<file path="src/rtl/lpe_array_scheduler.sv">
// Job-level sequencer for an I x J output-stationary systolic array.
// It accepts a job (reduction length K) and spreads the serial weight stream over the top
// columns and the serial data stream over the left rows, adding tuser/tlast framing. It then
// collects the I x J results from the bottom edge column by column and serialises them.
// Optional feature: define LPE_SCHED_RSLT_CHECK_EN to check result tuser/tlast framing (err_rslt).
module lpe_array_scheduler #(
  parameter int unsigned PE_NUMBER_I = 4,
  parameter int unsigned PE_NUMBER_J = 4,
  parameter int unsigned U_D_WIDTH = 16,
  parameter int unsigned L_R_WIDTH = 16,
  parameter int unsigned USER_WIDTH = 8,
  parameter logic [USER_WIDTH-1:0] OP1_USER_MASK = USER_WIDTH'(1) << (USER_WIDTH - 2),
  parameter logic [USER_WIDTH-1:0] RSLT_USER_MASK = USER_WIDTH'(1) << (USER_WIDTH - 1),
  parameter int unsigned LEN_WIDTH = 16,
  localparam int unsigned IW = (PE_NUMBER_I > 1) ? $clog2(PE_NUMBER_I) : 1,
  localparam int unsigned JW = (PE_NUMBER_J > 1) ? $clog2(PE_NUMBER_J) : 1
) (
  input  logic                              clk,
  input  logic                              rst,
  input  logic [LEN_WIDTH-1:0]              s_cmd_tdata,
  input  logic                              s_cmd_tvalid,
  output logic                              s_cmd_tready,
  input  logic [U_D_WIDTH-1:0]              s_axis_w_tdata,
  input  logic                              s_axis_w_tvalid,
  output logic                              s_axis_w_tready,
  input  logic [L_R_WIDTH-1:0]              s_axis_x_tdata,
  input  logic                              s_axis_x_tvalid,
  output logic                              s_axis_x_tready,
  output logic [PE_NUMBER_I*U_D_WIDTH-1:0]  m_axis_up_tdata,
  output logic [PE_NUMBER_I-1:0]            m_axis_up_tvalid,
  output logic [PE_NUMBER_I-1:0]            m_axis_up_tlast,
  output logic [PE_NUMBER_I*USER_WIDTH-1:0] m_axis_up_tuser,
  input  logic [PE_NUMBER_I-1:0]            m_axis_up_tready,
  output logic [PE_NUMBER_J*L_R_WIDTH-1:0]  m_axis_left_tdata,
  output logic [PE_NUMBER_J-1:0]            m_axis_left_tvalid,
  output logic [PE_NUMBER_J-1:0]            m_axis_left_tlast,
  input  logic [PE_NUMBER_J-1:0]            m_axis_left_tready,
  input  logic [PE_NUMBER_I*U_D_WIDTH-1:0]  s_axis_down_tdata,
  input  logic [PE_NUMBER_I-1:0]            s_axis_down_tvalid,
  input  logic [PE_NUMBER_I-1:0]            s_axis_down_tlast,
  input  logic [PE_NUMBER_I*USER_WIDTH-1:0] s_axis_down_tuser,
  output logic [PE_NUMBER_I-1:0]            s_axis_down_tready,
  output logic [U_D_WIDTH-1:0]              m_axis_rslt_tdata,
  output logic                              m_axis_rslt_tvalid,
  output logic                              m_axis_rslt_tlast,
  output logic [IW-1:0]                     m_axis_rslt_tid,
  input  logic                              m_axis_rslt_tready,
  output logic                              busy,
  output logic                              err_cmd,
  output logic                              err_rslt
);

  typedef enum logic [1:0] {StIdle, StFeed, StDrain} state_e;

  state_e               state_q, state_d;
  logic [LEN_WIDTH-1:0] k_q, k_d, k_w_q, k_w_d, k_x_q, k_x_d;
  logic [IW-1:0]        col_w_q, col_w_d, c_q, c_d;
  logic [JW-1:0]        row_x_q, row_x_d, j_q, j_d;
  logic                 w_done_q, w_done_d, x_done_q, x_done_d;
  logic                 err_cmd_q, err_cmd_d;
  logic                 w_last, x_last, rslt_last;

`ifdef LPE_SCHED_RSLT_CHECK_EN
  logic                 err_rslt_q, err_rslt_d;
`else
  logic                 unused_down;
  assign unused_down = ^{s_axis_down_tuser, s_axis_down_tlast, RSLT_USER_MASK};
`endif

  // Next-state logic and combinational edge routing; everything is gated off during reset.
  always_comb begin
    state_d   = state_q;
    k_d       = k_q;
    k_w_d     = k_w_q;
    k_x_d     = k_x_q;
    col_w_d   = col_w_q;
    row_x_d   = row_x_q;
    c_d       = c_q;
    j_d       = j_q;
    w_done_d  = w_done_q;
    x_done_d  = x_done_q;
    err_cmd_d = err_cmd_q;
`ifdef LPE_SCHED_RSLT_CHECK_EN
    err_rslt_d = err_rslt_q;
`endif
    w_last    = (col_w_q == IW'(PE_NUMBER_I - 1)) && (k_w_q == k_q - LEN_WIDTH'(1));
    x_last    = (row_x_q == JW'(PE_NUMBER_J - 1)) && (k_x_q == k_q - LEN_WIDTH'(1));
    rslt_last = (c_q == IW'(PE_NUMBER_I - 1)) && (j_q == JW'(PE_NUMBER_J - 1));

    s_cmd_tready       = 1'b0;
    s_axis_w_tready    = 1'b0;
    s_axis_x_tready    = 1'b0;
    m_axis_up_tdata    = '0;
    m_axis_up_tvalid   = '0;
    m_axis_up_tlast    = '0;
    m_axis_up_tuser    = '0;
    m_axis_left_tdata  = '0;
    m_axis_left_tvalid = '0;
    m_axis_left_tlast  = '0;
    s_axis_down_tready = '0;
    m_axis_rslt_tdata  = '0;
    m_axis_rslt_tvalid = 1'b0;
    m_axis_rslt_tlast  = 1'b0;
    m_axis_rslt_tid    = '0;
    busy               = 1'b0;
    err_cmd            = 1'b0;
    err_rslt           = 1'b0;

    if (!rst) begin
      busy    = (state_q != StIdle);
      err_cmd = err_cmd_q;
`ifdef LPE_SCHED_RSLT_CHECK_EN
      err_rslt = err_rslt_q;
`endif
      case (state_q)
        StIdle: begin
          s_cmd_tready = 1'b1;
          if (s_cmd_tvalid) begin
            if (s_cmd_tdata == '0) begin
              err_cmd_d = 1'b1;
            end else begin
              k_d      = s_cmd_tdata;
              k_w_d    = '0;
              k_x_d    = '0;
              col_w_d  = '0;
              row_x_d  = '0;
              w_done_d = 1'b0;
              x_done_d = 1'b0;
              state_d  = StFeed;
            end
          end
        end
        StFeed: begin
          if (!w_done_q) begin
            m_axis_up_tvalid[col_w_q] = s_axis_w_tvalid;
            s_axis_w_tready           = m_axis_up_tready[col_w_q];
            m_axis_up_tdata[col_w_q*U_D_WIDTH +: U_D_WIDTH]   = s_axis_w_tdata;
            m_axis_up_tuser[col_w_q*USER_WIDTH +: USER_WIDTH] = OP1_USER_MASK;
            m_axis_up_tlast[col_w_q]  = (k_w_q == k_q - LEN_WIDTH'(1));
            if (s_axis_w_tvalid && m_axis_up_tready[col_w_q]) begin
              // Counters hold on the final word so they never run past their bounds.
              if (w_last) begin
                w_done_d = 1'b1;
              end else if (col_w_q == IW'(PE_NUMBER_I - 1)) begin
                col_w_d = '0;
                k_w_d   = k_w_q + LEN_WIDTH'(1);
              end else begin
                col_w_d = col_w_q + IW'(1);
              end
            end
          end
          if (!x_done_q) begin
            m_axis_left_tvalid[row_x_q] = s_axis_x_tvalid;
            s_axis_x_tready             = m_axis_left_tready[row_x_q];
            m_axis_left_tdata[row_x_q*L_R_WIDTH +: L_R_WIDTH] = s_axis_x_tdata;
            m_axis_left_tlast[row_x_q]  = (k_x_q == k_q - LEN_WIDTH'(1));
            if (s_axis_x_tvalid && m_axis_left_tready[row_x_q]) begin
              if (x_last) begin
                x_done_d = 1'b1;
              end else if (row_x_q == JW'(PE_NUMBER_J - 1)) begin
                row_x_d = '0;
                k_x_d   = k_x_q + LEN_WIDTH'(1);
              end else begin
                row_x_d = row_x_q + JW'(1);
              end
            end
          end
          // Leave as soon as the last word of the slower feeder is taken.
          if (w_done_d && x_done_d) begin
            c_d     = '0;
            j_d     = '0;
            state_d = StDrain;
          end
        end
        StDrain: begin
          m_axis_rslt_tvalid     = s_axis_down_tvalid[c_q];
          s_axis_down_tready[c_q] = m_axis_rslt_tready;
          m_axis_rslt_tdata      = s_axis_down_tdata[c_q*U_D_WIDTH +: U_D_WIDTH];
          m_axis_rslt_tid        = c_q;
          m_axis_rslt_tlast      = rslt_last;
          if (s_axis_down_tvalid[c_q] && m_axis_rslt_tready) begin
`ifdef LPE_SCHED_RSLT_CHECK_EN
            if (((s_axis_down_tuser[c_q*USER_WIDTH +: USER_WIDTH] & RSLT_USER_MASK) == '0) ||
                (s_axis_down_tlast[c_q] != (j_q == JW'(PE_NUMBER_J - 1)))) begin
              err_rslt_d = 1'b1;
            end
`endif
            if (rslt_last) begin
              state_d = StIdle;
            end else if (j_q == JW'(PE_NUMBER_J - 1)) begin
              j_d = '0;
              c_d = c_q + IW'(1);
            end else begin
              j_d = j_q + JW'(1);
            end
          end
        end
        default: state_d = StIdle;
      endcase
    end
  end

  // State, counters and sticky error flags; synchronous reset aborts any job.
  always_ff @(posedge clk) begin
    if (rst) begin
      state_q   <= StIdle;
      k_q       <= '0;
      k_w_q     <= '0;
      k_x_q     <= '0;
      col_w_q   <= '0;
      row_x_q   <= '0;
      c_q       <= '0;
      j_q       <= '0;
      w_done_q  <= 1'b0;
      x_done_q  <= 1'b0;
      err_cmd_q <= 1'b0;
`ifdef LPE_SCHED_RSLT_CHECK_EN
      err_rslt_q <= 1'b0;
`endif
    end else begin
      state_q   <= state_d;
      k_q       <= k_d;
      k_w_q     <= k_w_d;
      k_x_q     <= k_x_d;
      col_w_q   <= col_w_d;
      row_x_q   <= row_x_d;
      c_q       <= c_d;
      j_q       <= j_d;
      w_done_q  <= w_done_d;
      x_done_q  <= x_done_d;
      err_cmd_q <= err_cmd_d;
`ifdef LPE_SCHED_RSLT_CHECK_EN
      err_rslt_q <= err_rslt_d;
`endif
    end
  end

endmodule

</file>
<file path="config.mk">
export PLATFORM = sky130hd
export DESIGN_NAME = lpe_array_scheduler
export DESIGN_NICKNAME = d
export VERILOG_FILES = /design/src/rtl/lpe_array_scheduler.sv
export SDC_FILE = /design/constraint.sdc
export NUM_CORES = 1
export LEC_CHECK = 0
export CAP_MARGIN = 20
export CORE_AREA = 2 2 144 146
export DETAILED_ROUTE_END_ITERATION = 7
export DIE_AREA = 0 0 146 148
export PLACE_DENSITY = 0.72
export SLEW_MARGIN = 20
export SYNTH_ARGS = -nofsm -noshare
export SYNTH_HDL_FRONTEND = slang
export SYNTH_SLANG_ARGS = --single-unit
</file>
<file path="constraint.sdc">
create_clock -name clk -period 7.65 [get_ports clk]
set_input_delay 1.53 -clock clk [delete_from_list [all_inputs] [get_ports clk]]
set_output_delay 1.53 -clock clk [all_outputs]
set_load 0.01 [all_outputs]
</file>
==> results of run 1 <==
[metal layers]
metal	track usage, %	share of wire [%]	vias to the layer above	routed length, microns
li1	-	-	3384	-
met1	25.0	41	3293	9490
met2	35.3	48	333	11300
met3	5.12	8.0	41	1860
met4	7.77	2.6	0	606
met5	0	0	-	0
[synthesized netlist by cell type (4+ instances only)]
cell type  number
buf_1           5
buf_4          30
a21oi_1        44
or4_1          10
mux4_2         19
nor4b_1         5
nand3_1        23
o211ai_1        9
ha_1           20
nand4_1        14
nor2_1         88
inv_1          24
o31ai_1         6
o21ai_0        23
nor4_1         12
nand2b_1        5
nand2_1        93
and2_1        109
or3_1          19
a211oi_1        4
xor2_1         10
o2111ai_1       4
dfxtp_1        61
nor2b_1         5
and3_1         31
xnor2_1        21
clkbuf_1       36
nor3_1         16
[worst max path at each step]
stage	depth (start not counted)	end	slack (ps)
2_1_floorplan	6	m_axis_up_tdata[22]	3120
3_3_place_gp	5	m_axis_left_tdata[50]	1020
3_5_place_dp	5	m_axis_left_tdata[58]	990
4_1_cts	7	m_axis_up_tdata[20]	980
5_1_grt	7	m_axis_up_tdata[21]	840
6_report	7	m_axis_up_tdata[21]	1080
[worst register-to-register path: cells and delay by family, from the launching register on]
family / cells / cell delay, ps
AND/OR/NAND/NOR: 5 / 1670
buffers and inverters: 1 / 90
AO/OA/AOI/OAI: 4 / 1250
flip-flops: 1 / 390
adder cells (fa/ha/maj): 1 / 210
[state kept, by name (all words and copies together) (netlist names), 2 cells and up]
| name | count |
|---|---|
| col_w_q | 2 |
| j_q | 2 |
| k_x_q | 16 |
| state_q | 2 |
| k_q | 16 |
| k_w_q | 16 |
| row_x_q | 2 |
| c_q | 2 |
[power by group through the flow]
stage,Sequential [mW],Clock [mW],Combinational [mW]
floorplan,0.337,0,0.172
global placement,0.348,0,0.273
detailed placement,0.349,0,0.278
CTS,0.342,0.450,0.280
global route,0.344,0.464,0.306
finish,0.343,0.446,0.282
[cells by family (layout without fill, tap and decap cells)]
kind of cell | Yosys count | after routing
AO/OA/AOI/OAI | 123 | 123
XOR/XNOR | 33 | 33
adder cells (fa/ha/maj) | 21 | 21
buffers and inverters | 100 | 354
flip-flops | 61 | 61
multiplexers | 22 | 22
other | 1 | 29
AND/OR/NAND/NOR | 455 | 455
[layout make-up]
type | count | area, sq um | share of cell area (%)
Timing Repair Buffer | 314 | 3120 | 32.8
Tap cell | 270 | 338 | 3.55
Multi-Input combinational cell | 683 | 4420 | 46.4
Inverter | 24 | 90.1 | 0.947
Sequential cell | 61 | 1220 | 12.8
Clock buffer | 12 | 256 | 2.70
Clock inverter | 4 | 70.1 | 0.736
[per-stage QoR]
step | hold WS [ps] | area, sq um | instances | total power, mW
floorplan | 432 | 6110 | 844 | 0.509
global placement | 448 | 9180 | 1352 | 0.621
detailed placement | 457 | 9190 | 1352 | 0.626
CTS | 469 | 9510 | 1368 | 1.07
global route | 499 | 9520 | 1368 | 1.11
finish | 458 | 9520 | 1368 | 1.07
==> results.json, run 1 <==
{
  "netlist-cell-type-count": 69,
  "cp_top_family": "simple AND/OR/NAND/NOR gates",
  "worst_pin_slew_ps": 1030,
  "synth_top_cell_area_share_pct": 20.3,
  "fill_cells": 1985,
  "crit_start": "rst",
  "worstSkewPairLatency_ps": 330,
  "pre_cts_ws_ps": 989,
  "min_to": "err_cmd_q$_SDFFE_PP0P_",
  "synth.largest_area_cell": "dfxtp_1",
  "final_nets": 1279,
  "ys_seq_area_share_pct": 20.3,
  "powerDensity_nw_per_um2": 113,
  "synth_edf_count": 0,
  "yosysWarnings": 0,
  "setup_ws_ps": 1080,
  "cts_setup_buffers": 0,
  "final_cell_mix": "clkdlybuf4s50_1, and2_1, nand2_1, nor2_1, dfxtp_1",
  "drv_cap": 0,
  "grt_usage_pct": 20.6,
  "r2r_start": "k_q[0]$_SDFFE_PP0P_",
  "synth_area_leaders": "dfxtp_1, and2_1, mux4_2",
  "timing.slew.headroom_pct": 31.3,
  "ys_seq_elements": 61,
  "layout-drive-gt1-share_pct": 5.83,
  "synth_top_family_by_area": "simple AND/OR/NAND/NOR gates",
  "syn_avg_cell_area_sq_um": 7.36,
  "core_sq_um": 20000,
  "irDropWorstVdd_mv": 0.136,
  "wirelength_microns": 23200,
  "arrival_ps": 5040,
  "synthXorXnorAreaFrac_pct": 5.27,
  "r2r_setup_slack_ps": 3910,
  "ctsRootBufferMaster": "clkbuf_16",
  "setup_tns_ps": 0,
  "place_congestion": 0.879,
  "die_area_sq_um": 21600,
  "die_h_microns": 148,
  "diodes": 0,
  "reg2reg_depth": 11,
  "path_common_cell": "clkdlybuf4s50_1",
  "fin_skew_ps": 7.23,
  "internal-power_uw": 766,
  "wl_per_cell_microns": 17.0,
  "netlist_area_sq_um": 6010,
  "worst_r2r_endpoint": "c_q[1]$_SDFFE_PP0P_",
  "crit_fanout": 17,
  "maxSlewViolCount": 0,
  "hold_viol": 0,
  "p_clk_share_pct": 41.7,
  "fin_crit_ps": 6570,
  "synth_fa_ha_area_share_pct": 4.33,
  "vias_per_cell": 5.15,
  "cts_max_level": 3,
  "pwr-share-seq_pct": 32.0,
  "vias": 7051,
  "sw_frac_of_total_pct": 28.5,
  "ys.flop_type": "dfxtp_1",
  "p_comb_share_pct": 26.3,
  "worst_setup_path_start_kind": "primary input",
  "ant_nets": 0,
  "syn_inst": 816,
  "clockBufferDepth": 2,
  "fin_crit_sh_pct": 85.8,
  "grt_first_pass_wirelength_microns": 36000,
  "grt_max_degree": 30,
  "worstHoldPathType": "reg2reg",
  "synthSimpleGateAreaFrac_pct": 40.6,
  "cts-resized-gates": 0,
  "rows": 52,
  "cts_tree": "built",
  "drc_errors": 0,
  "criticalPathCategory": "in2out",
  "syn_to_final_growth_pct": 58.5,
  "synth_compound_area_share_pct": 13.3,
  "hold_depth": 2,
  "crit_chain": "clkdlybuf4s50_1 -> nor3_1 -> nand2_1 -> nor4b_2 -> buf_4 -> and2_1 -> clkdlybuf4s50_1",
  "synthMuxAreaShare_pct": 7.63,
  "cpMaxStageDelayCell": "nor3_1",
  "cpPeakStageDelay_ps": 1000,
  "rsz0062_at_grt": "false",
  "overflow": 0,
  "grt_pass1_vias": 6736,
  "fin_util_pct": 47.5,
  "hpwl_microns": 18500,
  "drt_iter0_drc": 501,
  "async_flop_share_pct": 0,
  "p_sw_uw": 305,
  "initial_core_util_pct": 30.0,
  "placement.io_buffers": 306,
  "setup_viol": 0,
  "clkSlewWorstSetupHoldPaths_ps": 50,
  "firstDrtPassIters": 5,
  "hold_start": "err_cmd_q$_SDFFE_PP0P_",
  "power_leakage_nw": 3.40,
  "critPathBufInv": 3,
  "clock.fmax_ghz": 0.152,
  "final_common_cell": "clkdlybuf4s50_1",
  "required_ps": 6120,
  "cp-end-kind": "output port",
  "clock_sink_count": 61,
  "cts-buffers-inserted": 9,
  "status": "complete, no violations",
  "grt_antenna_before_repair": 0,
  "hold_buffers": 0,
  "die_x_microns": 146,
  "io_pins": 372
}
(Power assumes the default switching activity.)
==> run 2: changes to the inputs <==
SKIP_CTS_REPAIR_TIMING = 1   (was not set)
==> results of run 2 <==
Final layout, timing and power as in run 1 (identical DEF).
